File: src/rtl/bnn_pkg.sv
// rtl/bnn_pkg.sv - shared types and constants for the binarised stream accumulator
package bnn_pkg;

  typedef enum logic [1:0] {
    IDLE  = 2'd0,
    ACCUM = 2'd1,
    DONE  = 2'd2
  } state_e;

  localparam int DEF_SIZE = 9;
  localparam int DEF_THR  = 0;

  // Bits needed to hold a popcount of a w-bit word (0..w inclusive).
  function automatic int pop_w(input int w);
    return $clog2(w + 1);
  endfunction

endpackage

File: src/rtl/bnn_popcount.sv
// rtl/bnn_popcount.sv - combinational popcount of the low n_i bits of data_i
module bnn_popcount
  import bnn_pkg::*;
#(
  parameter int W     = 32,
  parameter int CNT_W = pop_w(W)
) (
  input  logic [W-1:0]     data_i,
  input  logic [CNT_W-1:0] n_i,
  output logic [CNT_W-1:0] count_o
);

  always_comb begin
    count_o = '0;
    for (int i = 0; i < W; i++) begin
      if (data_i[i] && (CNT_W'(i) < n_i)) begin
        count_o = count_o + CNT_W'(1);
      end
    end
  end

endmodule

File: src/rtl/bnn_stream_accum.sv
// rtl/bnn_stream_accum.sv - multi-word XNOR-popcount accumulator with optional threshold output
module bnn_stream_accum
  import bnn_pkg::*;
#(
  parameter int WORD_W   = 32,
  parameter int SIZE_W   = 16,
  parameter int RES_W    = 32,
  parameter int DEF_SIZE = bnn_pkg::DEF_SIZE,
  parameter int DEF_THR  = bnn_pkg::DEF_THR
) (
  input  logic              clk,
  input  logic              reset,
  input  logic              flush,
  input  logic              cfg_ms_we,
  input  logic              cfg_at_we,
  input  logic [RES_W-1:0]  cfg_wdata,
  output logic              cfg_busy,
  input  logic              in_valid,
  output logic              in_ready,
  input  logic [WORD_W-1:0] in_a,
  input  logic [WORD_W-1:0] in_b,
  input  logic              in_thresh,
  output logic              out_valid,
  input  logic              out_ready,
  output logic [RES_W-1:0]  out_data
);

  localparam int CNT_W = pop_w(WORD_W);

  state_e                   state_q;
  logic [SIZE_W-1:0]        acc_q;
  logic [SIZE_W-1:0]        rem_q;
  logic [SIZE_W-1:0]        size_q;
  logic                     mode_q;
  logic [SIZE_W-1:0]        ms_q;
  logic signed [RES_W-1:0]  thr_q;
  logic [RES_W-1:0]         out_data_q;

  logic                     beat;
  logic [SIZE_W-1:0]        eff_rem;
  logic [SIZE_W-1:0]        eff_size;
  logic                     eff_mode;
  logic [CNT_W-1:0]         n_d;
  logic [CNT_W-1:0]         pop;
  logic [SIZE_W-1:0]        acc_d;
  logic [SIZE_W-1:0]        rem_d;
  logic signed [SIZE_W+1:0] r;
  logic signed [RES_W-1:0]  r_ext;
  logic [RES_W-1:0]         res_d;

  assign in_ready  = (state_q != DONE);
  assign out_valid = (state_q == DONE);
  assign cfg_busy  = (state_q != IDLE);
  assign out_data  = out_data_q;
  assign beat      = in_valid && in_ready;

  bnn_popcount #(.W(WORD_W), .CNT_W(CNT_W)) u_pop (
    .data_i  (~(in_a ^ in_b)),
    .n_i     (n_d),
    .count_o (pop)
  );

  // The first beat of an operation sees the live config rather than the latched copies.
  always_comb begin
    eff_rem  = (state_q == IDLE) ? ms_q : rem_q;
    eff_size = (state_q == IDLE) ? ms_q : size_q;
    eff_mode = (state_q == IDLE) ? in_thresh : mode_q;
    n_d      = (eff_rem >= SIZE_W'(WORD_W)) ? CNT_W'(WORD_W) : eff_rem[CNT_W-1:0];
    acc_d    = ((state_q == IDLE) ? '0 : acc_q) + SIZE_W'(pop);
    rem_d    = eff_rem - SIZE_W'(n_d);
    r        = $signed({1'b0, acc_d, 1'b0}) - $signed({2'b00, eff_size});
    r_ext    = {{(RES_W-SIZE_W-2){r[SIZE_W+1]}}, r};
    res_d    = eff_mode ? {{(RES_W-1){1'b0}}, (r_ext >= thr_q)} : r_ext;
  end

  always_ff @(posedge clk) begin
    if (reset) begin
      state_q    <= IDLE;
      acc_q      <= '0;
      rem_q      <= '0;
      size_q     <= '0;
      mode_q     <= 1'b0;
      out_data_q <= '0;
    end else if (flush) begin
      state_q <= IDLE;
      acc_q   <= '0;
      rem_q   <= '0;
    end else begin
      case (state_q)
        IDLE, ACCUM: begin
          if (beat) begin
            acc_q <= acc_d;
            rem_q <= rem_d;
            if (state_q == IDLE) begin
              size_q <= ms_q;
              mode_q <= in_thresh;
            end
            if (rem_d == '0) begin
              state_q    <= DONE;
              out_data_q <= res_d;
            end else begin
              state_q <= ACCUM;
            end
          end
        end
        DONE: begin
          if (out_ready) begin
            state_q <= IDLE;
            acc_q   <= '0;
          end
        end
        default: state_q <= IDLE;
      endcase
    end
  end

  // A simultaneous size+threshold write keeps only the size; a zero size is ignored.
  always_ff @(posedge clk) begin
    if (reset) begin
      ms_q  <= SIZE_W'(DEF_SIZE);
      thr_q <= RES_W'(DEF_THR);
    end else if (state_q == IDLE) begin
      if (cfg_ms_we) begin
        if (cfg_wdata[SIZE_W-1:0] != '0) begin
          ms_q <= cfg_wdata[SIZE_W-1:0];
        end
      end else if (cfg_at_we) begin
        thr_q <= cfg_wdata;
      end
    end
  end

endmodule
File: config.mk
export PLATFORM = sky130hd
export DESIGN_NAME = bnn_stream_accum
export DESIGN_NICKNAME = d
export VERILOG_FILES = /design/src/rtl/bnn_pkg.sv /design/src/rtl/bnn_popcount.sv /design/src/rtl/bnn_stream_accum.sv
export SDC_FILE = /design/constraint.sdc
export NUM_CORES = 1
export LEC_CHECK = 0
export CAP_MARGIN = 20
export CORE_AREA = 2 2 174 176
export DETAILED_ROUTE_END_ITERATION = 6
export DIE_AREA = 0 0 176 178
export SYNTH_ARGS = -nofsm -noshare
export SYNTH_HDL_FRONTEND = slang
export SYNTH_SLANG_ARGS = --single-unit
File: constraint.sdc
create_clock -name clk -period 82.3 [get_ports clk]
set_input_delay 8.23 -clock clk [delete_from_list [all_inputs] [get_ports clk]]
set_output_delay 8.23 -clock clk [all_outputs]
set_load 0.05 [all_outputs]
; ---- After elaboration in Yosys (flattened, before gate mapping)
; Cells that the tools add are included.
[classes]
addsub = 34
n_mul = 0
div_mod_pow = 0
n_lt_le_gt_ge = 34
n_eq_ne = 5
shifts = 0
n_mux = 45
bitwise = 4
reduce_logical = 47
[ops]
columns = operator, n
row1 = 2-to-1 mux 6 bit, 32
row2 = adder 6 x 1 -> 6 bit (second input constant), 30
row3 = < comparator 5 x 6 -> 1 bit (first input constant), 16
row4 = 2-to-1 mux 16 bit, 5
row5 = < comparator 4 x 6 -> 1 bit (first input constant), 8
row6 = logical AND 1 bit, 33
row7 = >= comparator 18 x 32 -> 1 bit, 1
row8 = 2-to-1 mux 32 bit, 1
row9 = NOT 32 bit, 1
row10 = case mux 16 bit (2 select lines), 1
row11 = bitwise XOR 32 bit, 1
row12 = < comparator 3 x 6 -> 1 bit (first input constant), 4
row13 = subtractor 17 x 16 -> 18 bit, 1
row14 = adder 16 x 6 -> 16 bit, 1
row15 = >= comparator 16 x 6 -> 1 bit (second input constant), 1
row16 = zero test 16 bit, 1
row17 = nonzero test 16 bit, 1
row18 = subtractor 16 x 6 -> 16 bit, 1
row19 = < comparator 1 x 6 -> 1 bit (first input constant), 2
row20 = < comparator 2 x 6 -> 1 bit (first input constant), 2
row21 = AND reduction 3 bit, 4
row22 = 2-to-1 mux 2 bit, 3
row23 = != test 2 bit (second input constant), 2
row24 = case mux 2 bit (2 select lines), 1
row25 = 11 further kinds, 16
[word_totals]
reg_bits = 131
latchBits = 0
ramBits = 0
rom_bits = 0
in_bits = 104
mem_count = 0

; ---- Longest topological paths before layout
; Gate-level depths: netlist of run 1.
[depth]
depth_word = 73
depth_mapped = 138
ltp_nobuf = 135

; ---- Modules after synthesis
; A second synthesis of run 1 with hierarchy kept.
[unflattened]
hier_cells = 1752
hier_area_um2 = 13264.0
[by_module_without_submodules]
columns = module, n_inst, cells_each, area_each_um2, seq_area_each_um2
row1 = bnn_stream_accum, 1, 977, 7703.6, 2342.2
row2 = bnn_popcount, 1, 775, 5560.3, 0.0

; ---- Worst setup path before layout of run 1
; No wires, ideal clock.
[synth_timing]
path_kind = input to register
from = input port in_b[0]
to = register out_data_q[0], in the netlist out_data[0]
arrival_ps = 32114
path_slack_ps = 50059
stages = 129
path_buffers = 0
cell_sequence = xor2_1 > a41oi_1 > inv_1 > ha_1 > or2_2 > o32a_1 > inv_1 > ha_1 > mux2_2 > ha_1 > nand2_1 > a31o_2 > o21ai_0 > ha_1 > inv_1 > mux2_2 > nand2_1 > ha_1 > [... 93 more ...] > a211oi_1 > ha_1 > a21oi_1 > nor2b_1 > o21ai_0 > nand2b_1 > a21oi_1 > nor2b_1 > o21ai_0 > nand2b_1 > a21oi_1 > o21ai_0 > o31ai_1 > o21ai_0 > a21oi_1 > nor2_1 > a21oi_1 > nor2_1
[synth_via]
elab_chain_len = 70
[synth_lines]
columns = item, line_no
row1 = "start, declared", bnn_stream_accum.sv:21  ; input logic [WORD_W-1:0] in_b,
row2 = bitwise XOR 32 bit (*), bnn_stream_accum.sv:58  ; .data_i (~(in_a ^ in_b)),
row3 = NOT 32 bit (*), bnn_stream_accum.sv:58
row4 = logical AND 1 bit (*), bnn_popcount.sv:16  ; if (data_i[i] && (CNT_W'(i) < n_i)) begin
row5 = 2-to-1 mux 1 bit (*), bnn_popcount.sv:16
row6 = adder 1 x 1 -> 2 bit, bnn_popcount.sv:17  ; count_o = count_o + CNT_W'(1);
row7 = 2-to-1 mux 6 bit (*), bnn_popcount.sv:16
row8 = adder 6 x 1 -> 6 bit, bnn_popcount.sv:17
row9 = 2-to-1 mux 6 bit (*), bnn_popcount.sv:16
row10 = [... 54 more ...], n/a
row11 = adder 6 x 1 -> 6 bit, bnn_popcount.sv:17
row12 = 2-to-1 mux 6 bit (*), bnn_popcount.sv:16
row13 = adder 6 x 1 -> 6 bit, bnn_popcount.sv:17
row14 = 2-to-1 mux 6 bit (*), bnn_popcount.sv:16
row15 = adder 16 x 6 -> 16 bit (*), bnn_stream_accum.sv:69  ; acc_d = ((state_q == IDLE) ? '0 : acc_q) + SIZE_W'(pop);
row16 = subtractor 17 x 16 -> 18 bit (*), bnn_stream_accum.sv:71  ; r = $signed({1'b0, acc_d, 1'b0}) - $signed({2'b00, eff_size});
row17 = >= comparator 18 x 32 -> 1 bit (*), bnn_stream_accum.sv:73  ; res_d = eff_mode ? {{(RES_W-1){1'b0}}, (r_ext >= thr_q)} : r_ext;
row18 = 2-to-1 mux 32 bit (*), bnn_stream_accum.sv:73
row19 = "end signal, assigned", bnn_stream_accum.sv:100  ; out_data_q <= res_d;
row20 = "end, declared", bnn_stream_accum.sv:37  ; logic [RES_W-1:0] out_data_q;
; Every way passes the cells marked *; elsewhere a longest branch is shown, timed or not.
; A chain may end at the register's enable or synchronous reset.

; ---- Worst setup path after layout of run 1
; Same ends and word-level chain as after synthesis.

==> flow_metrics.py, run 1 <==
metrics = {
    "clocking": {
        "cts.clk_slew.worst_paths_ps": 60,
        "cts-root-buf": "clkbuf_16",
        "h-tree-depth": 4,
        "ctsLongestPathBuffers": 2,
        "holdBufCountCts": 0,
        "post_cts_resize_count": 0,
        "clock_latency_ps": 420,
        "cts_tree": "built",
        "cts_sinks": 117,
        "numCtsBuffers": 17,
        "cts_setup_buffers": 0,
    },
    "logic_synthesis": {
        "synthTopCellsByArea": "dfxtp_1 20%, ha_1 9.1%, xnor2_1 7.7%, a21oi_1 6.2%, nand2_1 5.8%",
        "yosys_warnings": 0,
        "synth.avg_cell_area_um2": 7.61,
        "async_flop_share_pct": 0,
        "synth_top_cell_by_area": "dfxtp_1",
        "synthesis.nets": 1721,
        "synthCells": 1530,
        "synth_cell_types": 94,
        "synth_xor_area_share_pct": 17.3,
        "synthMuxAreaShare_pct": 4.87,
        "yosysTopAreaCellShare_pct": 20.1,
        "synth-edff-count": 0,
        "synth_top_family_by_area": "simple AND/OR/NAND/NOR gates",
        "synth_compound_area_share_pct": 20.8,
        "ys_ff_latch": 117,
        "synth_fa_ha_area_share_pct": 9.56,
        "synth_area_um2": 11600,
        "synthFlopType": "dfxtp_1",
        "synthSimpleGateAreaFrac_pct": 21.6,
        "ys_seq_area_share_pct": 20.1,
    },
    "critical_path": {
        "crit_path_start_kind": "primary input",
        "cpPeakStageDelay_ps": 540,
        "crit_type": "in -> reg",
        "crit_path_top_delay_cell": "a31oi_1",
        "endpoint": "out_data[0]",
        "rr_endpoint": "out_data[0]",
        "critPathLaunch": "in_b[0]",
        "end_kind": "flip-flop",
        "ff2ff_setup_slack_ps": 53930,
        "reg2reg_depth": 136,
        "cp_data_required_time_ps": 82580,
        "worstPathMaxFanout": 16,
        "crit_top_cell": "ha_1",
        "arrival_ps": 34100,
        "rr_startpoint": "state_q[0]",
    },
    "sta": {
        "post-route-period-util_pct": 41.1,
        "rsz0062_at_grt": "no",
        "finalSetupViolCount": 0,
        "max_freq_mhz": 29.6,
        "min_period_ps": 33830,
        "hold_viol": 0,
        "fin_worst_skew_ps": 6.15,
        "finalWorstSetupSlack_ps": 48470,
        "tns_ps": 0,
        "slew_violations": 0,
        "maxSlewHeadroom_pct": 32.9,
        "tightestPinTransition_ps": 1000,
    },
    "cells_and_area": {
        "num_antenna_cells": 0,
        "final_area_um2": 13900,
        "drive_above_1_share_pct": 7.61,
        "final_common_cell": "nand2_1",
        "final_cell_mix": "180 x nand2_1, 176 x nor2_1, 144 x a21oi_1",
        "final_nets": 1820,
        "nFillCells": 2926,
        "syn_to_final_growth_pct": 19.1,
    },
    "global_routing": {
        "grt_max_degree": 85,
        "grt.met3_usage_pct": 2.77,
        "grt.total_usage_pct": 20.7,
        "grt_overflow": 0,
        "busiest_layer": "met2",
        "grt_pass1_vias": 10355,
        "met1_usage_pct": 27.1,
        "met2_usage_pct": 35.5,
        "grt_pass1_wl_um": 52500,
        "antenna_found_initial": 0,
    },
    "floorplan": {
        "die_h_um": 178,
        "row_count": 63,
        "start_util_pct": 39.6,
        "die_area_um2": 31300,
        "fp.coreArea_um2": 29400,
        "die_x_um": 176,
        "io_pins": 139,
    },
    "routing": {
        "drc": 0,
        "vias_per_cell": 5.46,
        "drt_iter0_drc": 774,
        "dr.pass1.iters": 5,
        "wl_per_cell_um": 16.0,
        "totalWireLength_um": 32600,
        "route.vias.total": 11091,
        "antenna_left": 0,
    },
    "min_path": {
        "worstHoldStart": "thr_q[27]",
        "hp-class": "reg -> reg",
    },
    "place": {
        "io_buffers": 138,
        "gp_congestion": 0.837,
        "dp_slack_ps": 48260,
        "place_area_um2": 13300,
        "dp_hpwl_um": 25200,
    },
    "outcome": {
        "outcome": "finished clean",
    },
    "run": {
        "maxCapViolCount": 0,
    },
}
[kinds of logic after synthesis]
| logic type | after synthesis |
|---|---|
| and+or+nand+nor | 543 |
| AOI/OAI and AO/OA | 378 |
| xor gates and xnor gates | 195 |
| buffers and inverters | 154 |
| DFF | 117 |
| adders and majority gates | 88 |
| muxes | 54 |
| other | 1 |
[metrics by stage]
step | hold slack, ps | utilization, % | instances
6_report | 456 | 47.2 | 2032
4_1_cts | 458 | 47.2 | 2032
3_3_place_gp | 445 | 45.1 | 1999
2_1_floorplan | 433 | - | 1530
3_5_place_dp | 449 | 45.2 | 2000
5_1_grt | 468 | 47.2 | 2032
[sequential cells by signal (all words and copies together), names as in the netlist]
register  cells
rem_q        16
mode_q        1
size_q       16
thr_q        32
state_q       2
acc_q        16
ms_q         16
out_data     18
[layout make-up]
cell class              count  area (um2)  share of cell area (%)
inverters                  82         313                    2.25
clock inverters            13         145                    1.05
clock buffers              19         453                    3.26
flip-flops and latches    117        2340                    16.9
repair buffers            152        1490                    10.7
well taps                 390         488                    3.52
multi-input cells        1259        8650                    62.3
[cell usage after synthesis (4+ instances only)]
library cell and number:
nand2_1 180, nor2_1 177, a21oi_1 144, dfxtp_1 117
xnor2_1 102, ha_1 85, inv_1 78, xor2_1 68
o21ai_0 43, clkbuf_1 42, mux2i_1 36, a31oi_1 34
nor3_1 30, a22oi_1 26, nand3_1 24, a211oi_1 21
nor4_1 20, a21o_1 18, and2_1 18, buf_4 17
mux2_2 17, nand2b_1 17, nand4_1 16, o31ai_1 12
o21bai_1 11, nor2b_1 10, and3_1 9, nor3b_1 8
o211ai_1 7, o22ai_1 7, or2_2 7, xnor2_2 7
buf_1 6, o21a_1 6, or4_1 6, xnor3_2 6
buf_2 5, or3_1 5, a211o_1 4, xnor2_4 4
xor2_2 4
[worst max-delay path, delay by kind of cell]
kind	cells	cell delay (ps)
XOR/XNOR	1	210
adder cells (fa/ha/maj)	33	9550
AO/OA/AOI/OAI	43	8040
multiplexers	14	3820
buffers and inverters	11	1300
AND/OR/NAND/NOR	29	2870
[routing by layer]
layer	part of all wire, %	wire (um)
met2	47	15500
met1	46	14900
met3	4.5	1480
met4	2.3	736
met5	0	0
[worst min-delay path by stage]
stage | cells past startpoint | endpoint | slack (ps)
floorplan | 2 | rem_q[5] | 430
global placement | 2 | thr_q[19] | 440
detailed placement | 2 | thr_q[31] | 450
CTS | 2 | thr_q[31] | 460
global route | 2 | thr_q[20] | 470
finish | 2 | thr_q[27] | 460
Power of run 1 is not shown: default switching activity piles up to over one toggle a cycle in this logic, so the estimate is an artifact.
==> run 2: changes to the inputs <==
==> constraint.sdc (replaced) <==
create_clock -name clk -period 33.9 [get_ports clk]
set_input_delay 3.39 -clock clk [delete_from_list [all_inputs] [get_ports clk]]
set_output_delay 3.39 -clock clk [all_outputs]
set_load 0.05 [all_outputs]
==> run 2 against run 1 <==
Worst hold slack about the same; via count down 0.34%; clock skew grew 4.4 ps; design area about the same; non-clock buffer count unchanged; sequential share of layout area about the same; count of clock-buffer cells in the layout did not move.
==> flow_metrics.py, run 2 (synthesis results as in run 1) <==
metrics = {
    "outcome": {
        "outcome": "finished clean",
    },
    "global_routing": {
        "grt_pass1_wl_um": 52200,
        "grt_max_degree": 85,
        "grt_overflow": 0,
        "grt.total_usage_pct": 20.5,
        "grt_pass1_vias": 10356,
        "antenna_found_initial": 0,
    },
    "critical_path": {
        "reg2reg_depth": 133,
        "rr_startpoint": "state_q[1]",
        "crit_path_start_kind": "primary input",
        "ff2ff_setup_slack_ps": 5700,
        "crit_top_cell": "ha_1",
        "crit_path_top_delay_cell": "a31oi_1",
        "cpPeakStageDelay_ps": 540,
        "cp_data_required_time_ps": 34180,
        "crit_type": "in -> reg",
        "arrival_ps": 29120,
        "end_kind": "flip-flop",
        "rr_endpoint": "out_data[0]",
        "worstPathMaxFanout": 16,
        "endpoint": "out_data[0]",
        "critPathLaunch": "in_b[0]",
    },
    "place": {
        "io_buffers": 138,
        "dp_hpwl_um": 25100,
        "gp_congestion": 0.839,
        "place_area_um2": 13300,
    },
    "clocking": {
        "cts_tree": "built",
        "holdBufCountCts": 0,
        "cts.clk_slew.worst_paths_ps": 60,
        "numCtsBuffers": 17,
        "h-tree-depth": 4,
        "cts_setup_buffers": 0,
        "cts-root-buf": "clkbuf_16",
        "clock_latency_ps": 430,
        "post_cts_resize_count": 0,
        "cts_sinks": 117,
        "ctsLongestPathBuffers": 2,
    },
    "cells_and_area": {
        "largest-register": "thr_q",
        "largest_reg_flops": 32,
        "syn_to_final_growth_pct": 19.2,
        "final_area_um2": 13900,
        "multi_input_area_um2": 8650,
        "ff_latch_area_um2": 2340,
        "final_nets": 1820,
        "drive_above_1_share_pct": 7.61,
        "final_cell_mix": "180 x nand2_1, 176 x nor2_1, 144 x a21oi_1",
        "final_common_cell": "nand2_1",
        "num_antenna_cells": 0,
        "nFillCells": 2924,
    },
    "sta": {
        "max_freq_mhz": 34.7,
        "min_period_ps": 28840,
        "hold_viol": 0,
        "finalSetupViolCount": 0,
        "fin_worst_skew_ps": 10.5,
        "maxSlewHeadroom_pct": 35.8,
        "rsz0062_at_grt": "no",
        "tns_ps": 0,
        "post-route-period-util_pct": 85.1,
        "slew_violations": 0,
        "tightestPinTransition_ps": 960,
    },
    "routing": {
        "antenna_left": 0,
        "vias_per_cell": 5.44,
        "top_layer_used": "met4",
        "wl_per_cell_um": 16.1,
        "wl_met3_um": 1350,
        "dr.pass1.iters": 5,
        "drc": 0,
        "met2_length_um": 15500,
        "drt_iter0_drc": 652,
        "totalWireLength_um": 32700,
        "m1WireLength_um": 15300,
        "route.vias.total": 11053,
    },
    "floorplan": {
        "die_h_um": 178,
        "fp.coreArea_um2": 29400,
        "row_count": 63,
        "start_util_pct": 39.6,
        "io_pins": 139,
        "die_area_um2": 31300,
        "die_x_um": 176,
    },
    "min_path": {
        "hp-class": "reg -> reg",
    },
    "run": {
        "maxCapViolCount": 0,
    },
}
==> run 2: cell types whose count changed in the layout (fill, tap and decap cells not counted), sizes merged <==
cell	before	now
inv	86	84
clkinv	4	5
clkinvlp	3	4
==> run 2: stage by stage <==
stage	setup WS, ps	hold WS [ps]	utilization, %	instances
6_report	5060	456	47.2	2032
5_1_grt	3020	468	47.2	2032
4_1_cts	5100	456	47.2	2032
3_5_place_dp	4820	448	45.2	2000
3_3_place_gp	5450	444	45.1	1999
2_1_floorplan	6500	433	-	1530
==> run 2: worst min path at each step <==
stage / endpoint / start / cells past startpoint / slack (ps)
3_3_place_gp: thr_q[17] / thr_q[17] / 2 / 440
2_1_floorplan: rem_q[5] / rem_q[5] / 2 / 430
4_1_cts: thr_q[27] / thr_q[27] / 2 / 460
3_5_place_dp: thr_q[27] / thr_q[27] / 2 / 450
5_1_grt: thr_q[27] / thr_q[27] / 2 / 470
6_report: thr_q[30] / thr_q[30] / 2 / 460
==> run 2: cell type report <==
| cell class | instances | share of cell area (%) |
|---|---|---|
| repair buffers | 152 | 10.7 |
| flip-flops and latches | 117 | 16.9 |
| multi-input cells | 1259 | 62.3 |
| inverters | 82 | 2.25 |
| clock buffers | 19 | 3.26 |
| clock inverters | 13 | 1.06 |
| well taps | 390 | 3.51 |
==> run 2: routing by layer <==
metal / GRT usage [%] / up-vias
met4: 5.51 / 0
met5: 0 / -
li1: - / 5597
met2: 35.6 / 247
met3: 2.75 / 35
met1: 26.9 / 5174
==> run 2: worst max-delay path: cells and delay by family <==
family,cells,cell delay [ps]
AND/OR/NAND/NOR,29,2910
XOR/XNOR,1,210
multiplexers,14,3790
AO/OA/AOI/OAI,43,7810
adder cells (fa/ha/maj),33,9660
buffers and inverters,11,1330
Power of run 2 is left out for the same reason.
==> run 3: changes to the inputs <==
--- a/config.mk
+++ b/config.mk
@@ -9,6 +9,7 @@
 export CORE_AREA = 2 2 174 176
 export DETAILED_ROUTE_END_ITERATION = 6
 export DIE_AREA = 0 0 176 178
+export DONT_BUFFER_PORTS = 1
 export SYNTH_ARGS = -nofsm -noshare
 export SYNTH_HDL_FRONTEND = slang
 export SYNTH_SLANG_ARGS = --single-unit
==> run 3 against run 2 <==
Die area stayed put; via count is 4.7% lower; critical path depth fell by 1; count of clock-buffer cells in the layout rose by 2; design area is 9.6% lower; maximum frequency increased by 1.8%; cell count fell by 6.8%; wire length is 4.7% lower; first-iteration DRC count is 16% higher; flip-flop and latch count did not move; global-route usage fell by 0.82 points.
==> flow_metrics.py, run 3 (synthesis results as in run 1) <==
metrics = {
    "outcome": {
        "outcome": "finished clean",
    },
    "floorplan": {
        "die_h_um": 178,
        "die_x_um": 176,
        "row_count": 63,
        "start_util_pct": 39.6,
        "io_pins": 139,
        "fp.coreArea_um2": 29400,
        "die_area_um2": 31300,
    },
    "routing": {
        "drt_iter0_drc": 759,
        "totalWireLength_um": 31100,
        "antenna_left": 0,
        "wl_per_cell_um": 16.5,
        "drc": 0,
        "route.vias.total": 10528,
        "dr.pass1.iters": 7,
        "vias_per_cell": 5.56,
    },
    "global_routing": {
        "antenna_found_initial": 0,
        "grt_overflow": 0,
        "grt_pass1_wl_um": 49700,
        "grt.total_usage_pct": 19.7,
        "grt_max_degree": 85,
        "grt_pass1_vias": 9829,
    },
    "cells_and_area": {
        "num_antenna_cells": 0,
        "final_cell_mix": "180 x nand2_1, 176 x nor2_1, 144 x a21oi_1",
        "final_common_cell": "nand2_1",
        "fin_cells": 1893,
        "syn_to_final_growth_pct": 7.68,
        "drive_above_1_share_pct": 8.25,
        "largest-register": "thr_q",
        "largest_reg_flops": 32,
        "final_nets": 1682,
    },
    "clocking": {
        "cts-root-buf": "clkbuf_16",
        "post_cts_resize_count": 0,
        "holdBufCountCts": 0,
        "cts.clk_slew.worst_paths_ps": 60,
        "h-tree-depth": 4,
        "clock_latency_ps": 430,
        "cts_tree": "built",
        "cts_sinks": 117,
        "numCtsBuffers": 17,
        "cts_setup_buffers": 0,
        "ctsLongestPathBuffers": 2,
    },
    "critical_path": {
        "crit_path_start_kind": "primary input",
        "worstPathMaxFanout": 16,
        "crit_top_cell": "ha_1",
        "critPathTopFamily": "adder cells",
        "cpPeakStageDelay_ps": 540,
        "arrival_ps": 28650,
        "crit_buf_inv": 10,
        "end_kind": "flip-flop",
        "crit_type": "in -> reg",
        "cp_data_required_time_ps": 34230,
        "crit_path_top_delay_cell": "a31oi_1",
    },
    "place": {
        "gp_congestion": 0.860,
        "place_inst": 1862,
        "dp_hpwl_um": 24000,
        "io_buffers": 0,
    },
    "sta": {
        "min_period_ps": 28320,
        "maxSlewHeadroom_pct": 35.3,
        "post-route-period-util_pct": 83.5,
        "tightestPinTransition_ps": 968,
        "max_freq_mhz": 35.3,
        "tns_ps": 0,
        "hold_viol": 0,
        "fin_worst_skew_ps": 8.10,
        "rsz0062_at_grt": "no",
        "slew_violations": 0,
        "finalSetupViolCount": 0,
    },
    "run": {
        "maxCapViolCount": 0,
    },
    "min_path": {
        "hp-class": "reg -> reg",
    },
}
[run 3: metal layers]
metal | share of wire, % | wire length [um] | vias up | GRT usage, %
met3 | 5.2 | 1620 | 58 | 2.90
met1 | 46 | 14200 | 4883 | 26.1
met5 | 0 | 0 | - | 0
met2 | 46 | 14300 | 289 | 32.4
li1 | - | - | 5298 | -
met4 | 3.2 | 1000 | 0 | 7.89
[run 3: area by class of cell]
cell class,instances,area [um2]
clock buffers,21,492
clock inverters,10,119
fillers,3018,16900
inverters,82,313
multi-input cells,1259,8650
flip-flops and latches,117,2350
well taps,390,488
repair buffers,14,133
[run 3: worst register-to-register path, delay by kind of cell (launching register included)]
kind / cells / cell delay [ps]
buffers and inverters: 13 / 2130
AOI/OAI and AO/OA: 44 / 8140
muxes: 14 / 3770
and+or+nand+nor: 32 / 3750
adders and majority gates: 33 / 9560
DFF: 1 / 760
[run 3: stage by stage]
step | worst slack [ps] | util (%) | instance area [um2] | hold slack [ps]
3_3_place_gp | 5930 | 40.5 | 11900 | 438
2_1_floorplan | 6500 | - | 11600 | 433
5_1_grt | 3410 | 42.7 | 12500 | 470
3_5_place_dp | 5180 | 40.6 | 11900 | 443
6_report | 5580 | 42.7 | 12500 | 451
4_1_cts | 5620 | 42.7 | 12500 | 451
[run 3: worst paths after layout]
path / from / slack (ps) / end / cells after the start
setup / recovery: in_b[0] / 5580 / out_data[0] / 130
hold / removal: thr_q[31] / 450 / thr_q[31] / 2
setup reg to reg: state_q[0] / 5640 / out_data[0] / 136
hold reg to reg: thr_q[31] / 450 / thr_q[31] / 2
Power of run 3 is left out for the same reason.
